===== config.mk =====
export PLATFORM = sky130hd
export DESIGN_NAME = seg7_scan_driver
export DESIGN_NICKNAME = d
export VERILOG_FILES = /design/src/rtl/seg7_scan_driver.sv
export SDC_FILE = /design/constraint.sdc
export NUM_CORES = 1
export LEC_CHECK = 0
export ABC_CLOCK_PERIOD_IN_PS = 3300
export CAP_MARGIN = 15
export CORE_MARGIN = 2
export CORE_UTILIZATION = 50
export DETAILED_ROUTE_END_ITERATION = 10
export GPL_TIMING_DRIVEN = 0
export PLACE_DENSITY = 0.71
export SYNTH_ARGS = -nofsm -noshare
export SYNTH_HDL_FRONTEND = slang
export SYNTH_SLANG_ARGS = --single-unit

===== constraint.sdc =====
create_clock -name clk -period 3.3 [get_ports clk]
set_clock_uncertainty 0.15 [all_clocks]
set_input_delay 0.495 -clock clk [delete_from_list [all_inputs] [get_ports clk]]
set_output_delay 0.495 -clock clk [all_outputs]
set_load 0.05 [all_outputs]

===== src/rtl/seg7_scan_driver.sv =====
// 4-digit common-anode 7-segment scan driver. Characters arrive over valid/ready into a
// shadow frame that is committed to the display buffer only at a frame boundary.
module seg7_scan_driver #(
    parameter int unsigned REFRESH_DIV  = 16,
    parameter int unsigned BLANK_CYCLES = 2
) (
    input  logic       clk,
    input  logic       reset,
    input  logic [3:0] char_in,
    input  logic       char_valid,
    output logic       char_ready,
    output logic [3:0] an,
    output logic [6:0] seg,
    output logic       frame_done
);
    localparam int unsigned CntMax =
        (REFRESH_DIV > BLANK_CYCLES) ? REFRESH_DIV : BLANK_CYCLES;
    localparam int unsigned CntW = (CntMax > 1) ? $clog2(CntMax) : 1;
    localparam logic [CntW-1:0] BlankLast = CntW'(BLANK_CYCLES - 1);
    localparam logic [CntW-1:0] OnLast    = CntW'(REFRESH_DIV - 1);

    typedef enum logic {StBlank, StOn} state_e;

    function automatic logic [6:0] decode(input logic [3:0] code);
        logic [6:0] s;
        unique case (code)
            4'h0: s = 7'b1000000;
            4'h1: s = 7'b1111001;
            4'h2: s = 7'b0100100;
            4'h3: s = 7'b0110000;
            4'h4: s = 7'b0011001;
            4'h5: s = 7'b0010010;
            4'h6: s = 7'b0000010;
            4'h7: s = 7'b1111000;
            4'h8: s = 7'b0000000;
            4'h9: s = 7'b0010000;
            4'hA: s = 7'b0001000;
            4'hB: s = 7'b0000011;
            4'hC: s = 7'b1000110;
            4'hD: s = 7'b0100001;
            4'hE: s = 7'b0000110;
            4'hF: s = 7'b0001110;
        endcase
        return s;
    endfunction

    state_e          state_q;
    logic [1:0]      digit_q;
    logic [CntW-1:0] cnt_q;
    logic [1:0]      wp_q;
    logic            pend_q;
    logic [15:0]     shadow_q;
    logic [15:0]     disp_q;
    logic            disp_valid_q;

    logic       xfer;
    logic       last_char;
    logic       boundary;
    logic       commit;
    logic [1:0] digit_next;

    always_comb begin
        xfer       = char_valid & char_ready;
        last_char  = xfer && (wp_q == 2'd0);
        digit_next = digit_q - 2'd1;
        // Leaving digit 0 means the next BLANK entry is on digit 3: the frame boundary.
        boundary   = (state_q == StOn) && (cnt_q == OnLast) && (digit_q == 2'd0);
        commit     = boundary && pend_q;
    end

    // Write side: shadow fill, pending flag and registered ready.
    always_ff @(posedge clk or negedge reset) begin
        if (!reset) begin
            wp_q       <= 2'd3;
            pend_q     <= 1'b0;
            shadow_q   <= '0;
            char_ready <= 1'b1;
        end else begin
            if (xfer) begin
                shadow_q[{wp_q, 2'b00} +: 4] <= char_in;
                wp_q                         <= wp_q - 2'd1;
            end
            if (last_char) begin
                pend_q <= 1'b1;
            end else if (commit) begin
                pend_q <= 1'b0;
            end
            char_ready <= last_char ? 1'b0 : !pend_q;
        end
    end

    // Scan FSM with registered anode/segment outputs and commit pulse.
    always_ff @(posedge clk or negedge reset) begin
        if (!reset) begin
            state_q      <= StBlank;
            digit_q      <= 2'd3;
            cnt_q        <= '0;
            an           <= 4'b1111;
            seg          <= 7'b1111111;
            frame_done   <= 1'b0;
            disp_q       <= '0;
            disp_valid_q <= 1'b0;
        end else begin
            frame_done <= commit;
            unique case (state_q)
                StBlank: begin
                    if (cnt_q == BlankLast) begin
                        state_q <= StOn;
                        cnt_q   <= '0;
                        an      <= disp_valid_q ? ~(4'b0001 << digit_q) : 4'b1111;
                    end else begin
                        cnt_q <= cnt_q + 1'b1;
                    end
                end
                StOn: begin
                    if (cnt_q == OnLast) begin
                        state_q <= StBlank;
                        cnt_q   <= '0;
                        digit_q <= digit_next;
                        an      <= 4'b1111;
                        // Segments load on blank entry so they settle before the anode lights.
                        if (commit) begin
                            disp_q       <= shadow_q;
                            disp_valid_q <= 1'b1;
                            seg          <= decode(shadow_q[15:12]);
                        end else if (disp_valid_q) begin
                            seg <= decode(disp_q[{digit_next, 2'b00} +: 4]);
                        end
                    end else begin
                        cnt_q <= cnt_q + 1'b1;
                    end
                end
            endcase
        end
    end

endmodule


==> impl_metrics.toml, run 1 <==
[clocking]
cts_root_buf = "clkbuf_8"
cts_tree = "built"
post-cts-setup-buffer-count = 0
worstSkewPairLatency_ns = 0.31
cts_hold_buf = 0
clock_path_buffers = 2
cts_made_buffers = 5
cts_max_level = 2
clkTransAtPathRegs_ns = 0.09
cts_sinks = 56

[route]
dr_wl_met2_mm = 2.80
drt-initial-drc-count = 115
num_vias = 2184
antenna_left = 0
drc_errors = 0
m1WireLength_mm = 2.78
wire_per_inst_um = 15.0
firstDrtPassIters = 4
routed.top_layer = "met4"
via_per_inst = 5.57
met3WireLength_um = 226
routed_wl_mm = 5.89

[global_route]
grt_antenna_before_repair = 0
grt_pass1_vias = 2177
grt_overflow = 0
grt_max_degree = 34
grt_usage_pct = 18.5
grt_pass1_wl_mm = 10.4

[die]
fp.coreArea_sq_um = 5990
die_w_um = 83.0
io_pins = 20
fp-row-count = 28
initial_utilization_pct = 52.1
die-area_sq_um = 6890
die_h_um = 83.0

[critical_path]
crit_arrival_ns = 3.15
critical-path-slowest-cell = "dfstp_2"
cp_top_family = "adder cells"
cp.required_ns = 3.39
cpPeakStageDelay_ns = 0.62
critPathKind = "reg2reg"
cp_common_cell = "buf_6"
start_kind = "register"
worstPathBufferInverterCount = 4
crit_path_end_kind = "register"
cp_max_fo = 10
cp_cell_sequence = "buf_6, inv_2, ha_1, buf_6, mux4_2, inv_1, ha_2, mux2i_1, a32oi_1, nand3_1, a21oi_1"

[final_layout]
syn_to_final_growth_pct = 13.2
final_core_util_pct = 59.0
insertedDiodeCount = 0
nets = 346
drive_gt1_share_pct = 19.2
fill_cells = 503

[yosys]
syn_avg_cell_area_sq_um = 10.8
ys_async_sr_fraction_pct = 100
yosysTopAreaCell = "dfrtp_1"
seq_area_frac_synth_pct = 45.6
synth-edff-count = 0
synthesis.area_sq_um = 3120
syn_nets = 319
yosysWarnings = 0
yosys.area.top_type_share_pct = 32.1
synth_cells = 289
synth_ff_type = "dfrtp_1"
ys_seq_elements = 56
ys_types = 49
synth.top_cells.by_area = "dfrtp_1 32%, dfstp_2 13%, ha_1 9.2%"

[outcome]
status = "completed"

[timing]
hold_violations = 0
setup_viol = 0
drv_slew = 0
maxClockFrequency_mhz = 327
max_slew_margin_pct = 60.8
holdWs_ns = 0.0304
post-route-period-util_pct = 92.6
worst_slack_ns = 0.243
finalSetupTns_ns = 0
period_needed_ns = 3.06
tightestPinTransition_ns = 0.588
rsz0062_at_grt = "no"

[place]
gp_congestion = 0.842
port-buffer-count = 19
dp_slack_ns = 0.194
hpwl_mm = 4.60

[min_path]
hp-class = "in2async"

[power_and_ir_drop]
peakVddDrop_uv = 434
p_leak_nw = 1.59
powerDensity_nw_per_um2 = 710

[job]
cap_violations = 0
Yosys cell counts, types with 4 or more instances:
library cell  number
dfrtp_1           40
nand2_1           36
ha_1              23
nor2_1            17
dfstp_2           16
inv_1             15
mux2_2            12
o31ai_1           12
a21oi_1           10
o21ai_0           10
mux2i_1            9
nand2b_1           7
nand3_1            7
o22ai_1            6
a22o_1             5
buf_2              5
mux2_1             5
mux4_2             5
xnor2_1            5
a31oi_1            4
what timing repair did:
| item | CTS | global route |
|---|---|---|
| endpoints found under the hold margin | 0 | 0 |
| endpoints found under the setup margin | 0 | 1 |
| gates resized for setup | 0 | 1 |
report_power, final:
group	switching [mW]	internal (mW)	leakage, nW	total (mW)
sequential	0.174	0.911	0.692	1.09
combinational	0.564	0.417	0.842	0.981
clock	0.218	0.225	0.0541	0.442
total	0.956	1.55	1.59	2.51
routing by layer:
layer / up-vias / global-route usage, %
li1: 1082 / -
met5: - / 0
met1: 1055 / 25.9
met2: 39 / 29.0
met4: 0 / 6.11
met3: 8 / 3.48
state kept, by name (all words and copies together), names as in the netlist:
register and cells:
seg 7, state_q 1, cnt_q 4, char_ready 1, disp_q 16, digit_q 2, frame_done 1, pend_q 1
disp_valid_q 1, wp_q 2, shadow_q 16, an 4
path summary, 6_finish.rpt:
kind,startpoint,to,slack (ns),cells after the start
worst max-delay path,digit_q[0],seg[0],0.24,11
worst min-delay path,reset,shadow_q[12],0.03,1
worst max register to register,digit_q[0],seg[0],0.24,11
worst min register to register,pend_q,char_ready,0.32,1
max in group asynchronous,reset,an[1],2.33,2
min in group clk,pend_q,char_ready,0.32,1
layout by cell type, fill, tap and decap left out, types with 6 or more instances in the layout:
| cell type | instances |
|---|---|
| a21oi_1 | 10 |
| buf_2 | 6 |
| clkdlybuf4s50_1 | 18 |
| dfrtp_1 | 40 |
| dfstp_2 | 16 |
| ha_1 | 22 |
| inv_1 | 15 |
| mux2_2 | 12 |
| mux2i_1 | 9 |
| nand2_1 | 36 |
| nand2b_1 | 7 |
| nand3_1 | 7 |
| nor2_1 | 17 |
| o21ai_0 | 10 |
| o22ai_1 | 6 |
| o31ai_1 | 12 |
cell type report:
cell class | count | area (sq um) | area share [%]
Buffer | 10 | 58.8 | 1.66
Inverter | 17 | 63.8 | 1.81
Multi-Input combinational cell | 206 | 1580 | 44.7
Sequential cell | 56 | 1420 | 40.2
Clock buffer | 5 | 68.8 | 1.95
Clock inverter | 3 | 42.5 | 1.20
Tap cell | 75 | 93.8 | 2.66
Timing Repair Buffer | 20 | 205 | 5.81
through the flow:
| stage | cell area, sq um | cells | power, mW |
|---|---|---|---|
| 4_1_cts | 3530 | 392 | 2.53 |
| 6_report | 3530 | 392 | 2.51 |
| 3_3_place_gp | 3400 | 383 | 2.05 |
| 2_1_floorplan | 3120 | 289 | 1.80 |
| 5_1_grt | 3530 | 392 | 2.69 |
| 3_5_place_dp | 3420 | 384 | 2.09 |
kinds of logic (layout without fill, tap and decap cells):
family / Yosys count / after routing / synth area share, %
xor+xnor: 5 / 5 / 1.40
flops: 56 / 56 / 45.6
mux: 32 / 32 / 13.5
fa+ha+maj: 23 / 23 / 9.23
simple gates: 85 / 85 / 13.5
compound gates: 61 / 61 / 12.9
buf+inv: 27 / 55 / 3.93
Power figures use the tool's default switching activity.
==> inputs of run 2 (changes only) <==
--- a/config.mk
+++ b/config.mk
@@ -5,12 +5,12 @@
 export SDC_FILE = /design/constraint.sdc
 export NUM_CORES = 1
 export LEC_CHECK = 0
+export ABC_AREA = 0
 export ABC_CLOCK_PERIOD_IN_PS = 3300
 export CAP_MARGIN = 15
 export CORE_MARGIN = 2
 export CORE_UTILIZATION = 50
 export DETAILED_ROUTE_END_ITERATION = 10
-export GPL_TIMING_DRIVEN = 0
 export PLACE_DENSITY = 0.71
 export SYNTH_ARGS = -nofsm -noshare
 export SYNTH_HDL_FRONTEND = slang
==> impl_metrics.toml, run 2 (synthesis results as in run 1) <==
[final_layout]
seqCellArea_sq_um = 1420
final_cell_mix = "40 x dfrtp_1, 36 x nand2_1, 23 x ha_1, 18 x clkdlybuf4s50_1, 17 x nor2_1"
insertedDiodeCount = 0
syn_to_final_growth_pct = 11.9
final_common_cell = "dfrtp_1"
drive_gt1_share_pct = 18.3
multi_input_area_sq_um = 1580
final_core_util_pct = 58.3
nets = 341
top_regs = "disp_q: 16 flops, shadow_q: 16 flops, seg: 7 flops"
fill_cells = 526

[clocking]
cts_root_buf = "clkbuf_8"
cts_sinks = 56
clkTransAtPathRegs_ns = 0.10
post-cts-setup-buffer-count = 0
cts_made_buffers = 5
clock_path_buffers = 2
cts_tree = "built"
ctsResizeCount = 0
cts_max_level = 2
worstSkewPairLatency_ns = 0.32

[timing]
max_slew_margin_pct = 66.2
rsz0062_at_grt = "no"
drv_slew = 0
period_needed_ns = 2.77
setup_viol = 0
hold_violations = 0
tightestPinTransition_ns = 0.506
post-route-period-util_pct = 84.0
holdWs_ns = 0.334
maxClockFrequency_mhz = 361
worst_slack_ns = 0.527
finalSetupTns_ns = 0

[critical_path]
critical-path-slowest-cell = "dfstp_2"
cp_max_fo = 14
cp.required_ns = 3.41
critPathKind = "reg2reg"
crit_arrival_ns = 2.88
cp_cell_sequence = "inv_2, ha_1, mux4_2, inv_1, ha_1, mux2i_1, a32oi_1, nand3_1, a21oi_1"
r2r_end = "seg[0]"
cpPeakStageDelay_ns = 0.74
start_kind = "register"
worstReg2RegStart = "digit_q[0]"
cp_common_cell = "ha_1"
crit_path_end_kind = "register"
critPathLaunch = "digit_q[0]"
reg2reg_depth = 9
reg2reg_slack_ns = 0.53

[global_route]
grt_antenna_before_repair = 0
grt_overflow = 0
grt_pass1_vias = 2120
use_met1_pct = 25.5
grt_usage_pct = 18.5
grt_max_degree = 48
use_met3_pct = 4.37
grt_pass1_wl_mm = 10.3
top_usage_layer = "met2"
use_met2_pct = 29.1

[die]
io_pins = 20
die_w_um = 83.0
initial_utilization_pct = 52.1
fp.coreArea_sq_um = 5990
fp-row-count = 28
die-area_sq_um = 6890
die_h_um = 83.0

[place]
hpwl_mm = 4.44
dp_slack_ns = 0.508
gp_congestion = 0.858
port-buffer-count = 19

[outcome]
status = "completed"

[route]
wire_per_inst_um = 15.6
antenna_left = 0
drt-initial-drc-count = 109
firstDrtPassIters = 4
num_vias = 2189
routed_wl_mm = 6.02
via_per_inst = 5.66
drc_errors = 0

[job]
cap_violations = 0

[min_path]
min_to = "char_ready"
hold_path_depth = 1
hp-start = "pend_q"
hp-class = "reg2reg"

[power_and_ir_drop]
p_leak_nw = 1.57
powerDensity_nw_per_um2 = 705
peakVddDrop_uv = 469
run 2: cell count changes in the layout (fill, tap and decap cells not counted), sizes merged:
cell         delta
clkinvlp        -1
clkbuf          -3
inv             +1
bufinv          -1
clkinv          +1
buf             -3
dlygate4sd3     +1
run 2: metrics by stage:
step / instances / cell area [sq um] / power (mW)
3_3_place_gp: 377 / 3370 / 2.05
3_5_place_dp: 377 / 3370 / 2.07
6_report: 387 / 3490 / 2.46
2_1_floorplan: 289 / 3120 / 1.80
4_1_cts: 385 / 3460 / 2.47
5_1_grt: 387 / 3490 / 2.64
run 2: worst max path at each step:
stage          slack [ns]     end
2_1_floorplan        0.62  seg[0]
6_report             0.53  seg[0]
3_3_place_gp         0.62  seg[0]
5_1_grt              0.32  seg[0]
3_5_place_dp         0.51  seg[0]
4_1_cts              0.49  seg[0]
run 2: cell type report:
| type | instances | share of cell area [%] |
|---|---|---|
| repair buffers | 25 | 7.03 |
| well taps | 75 | 2.69 |
| clock inverters | 3 | 0.645 |
| inverters | 17 | 1.83 |
| clock buffers | 5 | 1.97 |
| multi-input cells | 206 | 45.1 |
| flip-flops and latches | 56 | 40.7 |
run 2: where the power goes:
group	leakage, nW	switching, mW	internal (mW)	total [mW]
Sequential	0.692	0.216	0.911	1.13
Clock	0.0485	0.240	0.153	0.393
Combinational	0.824	0.530	0.410	0.940
Total	1.57	0.987	1.47	2.46
run 2: what timing repair did:
item / CTS / global route
endpoints found under the hold margin: 0 / 5
hold buffers: 0 / 1
setup endpoints to repair: 0 / 0
run 2: worst max-delay path, delay by kind of cell (launching register included):
kind / cells / cell delay (ns)
muxes: 2 / 0.47
buffers and inverters: 2 / 0.26
adders and majority gates: 2 / 0.63
and+or+nand+nor: 1 / 0.10
AOI/OAI and AO/OA: 2 / 0.36
DFF: 1 / 0.74
run 2: routing by layer:
metal	vias up	wire (um)
li1	1077	-
met3	9	208
met2	32	2810
met5	-	0
met1	1071	2910
met4	0	99
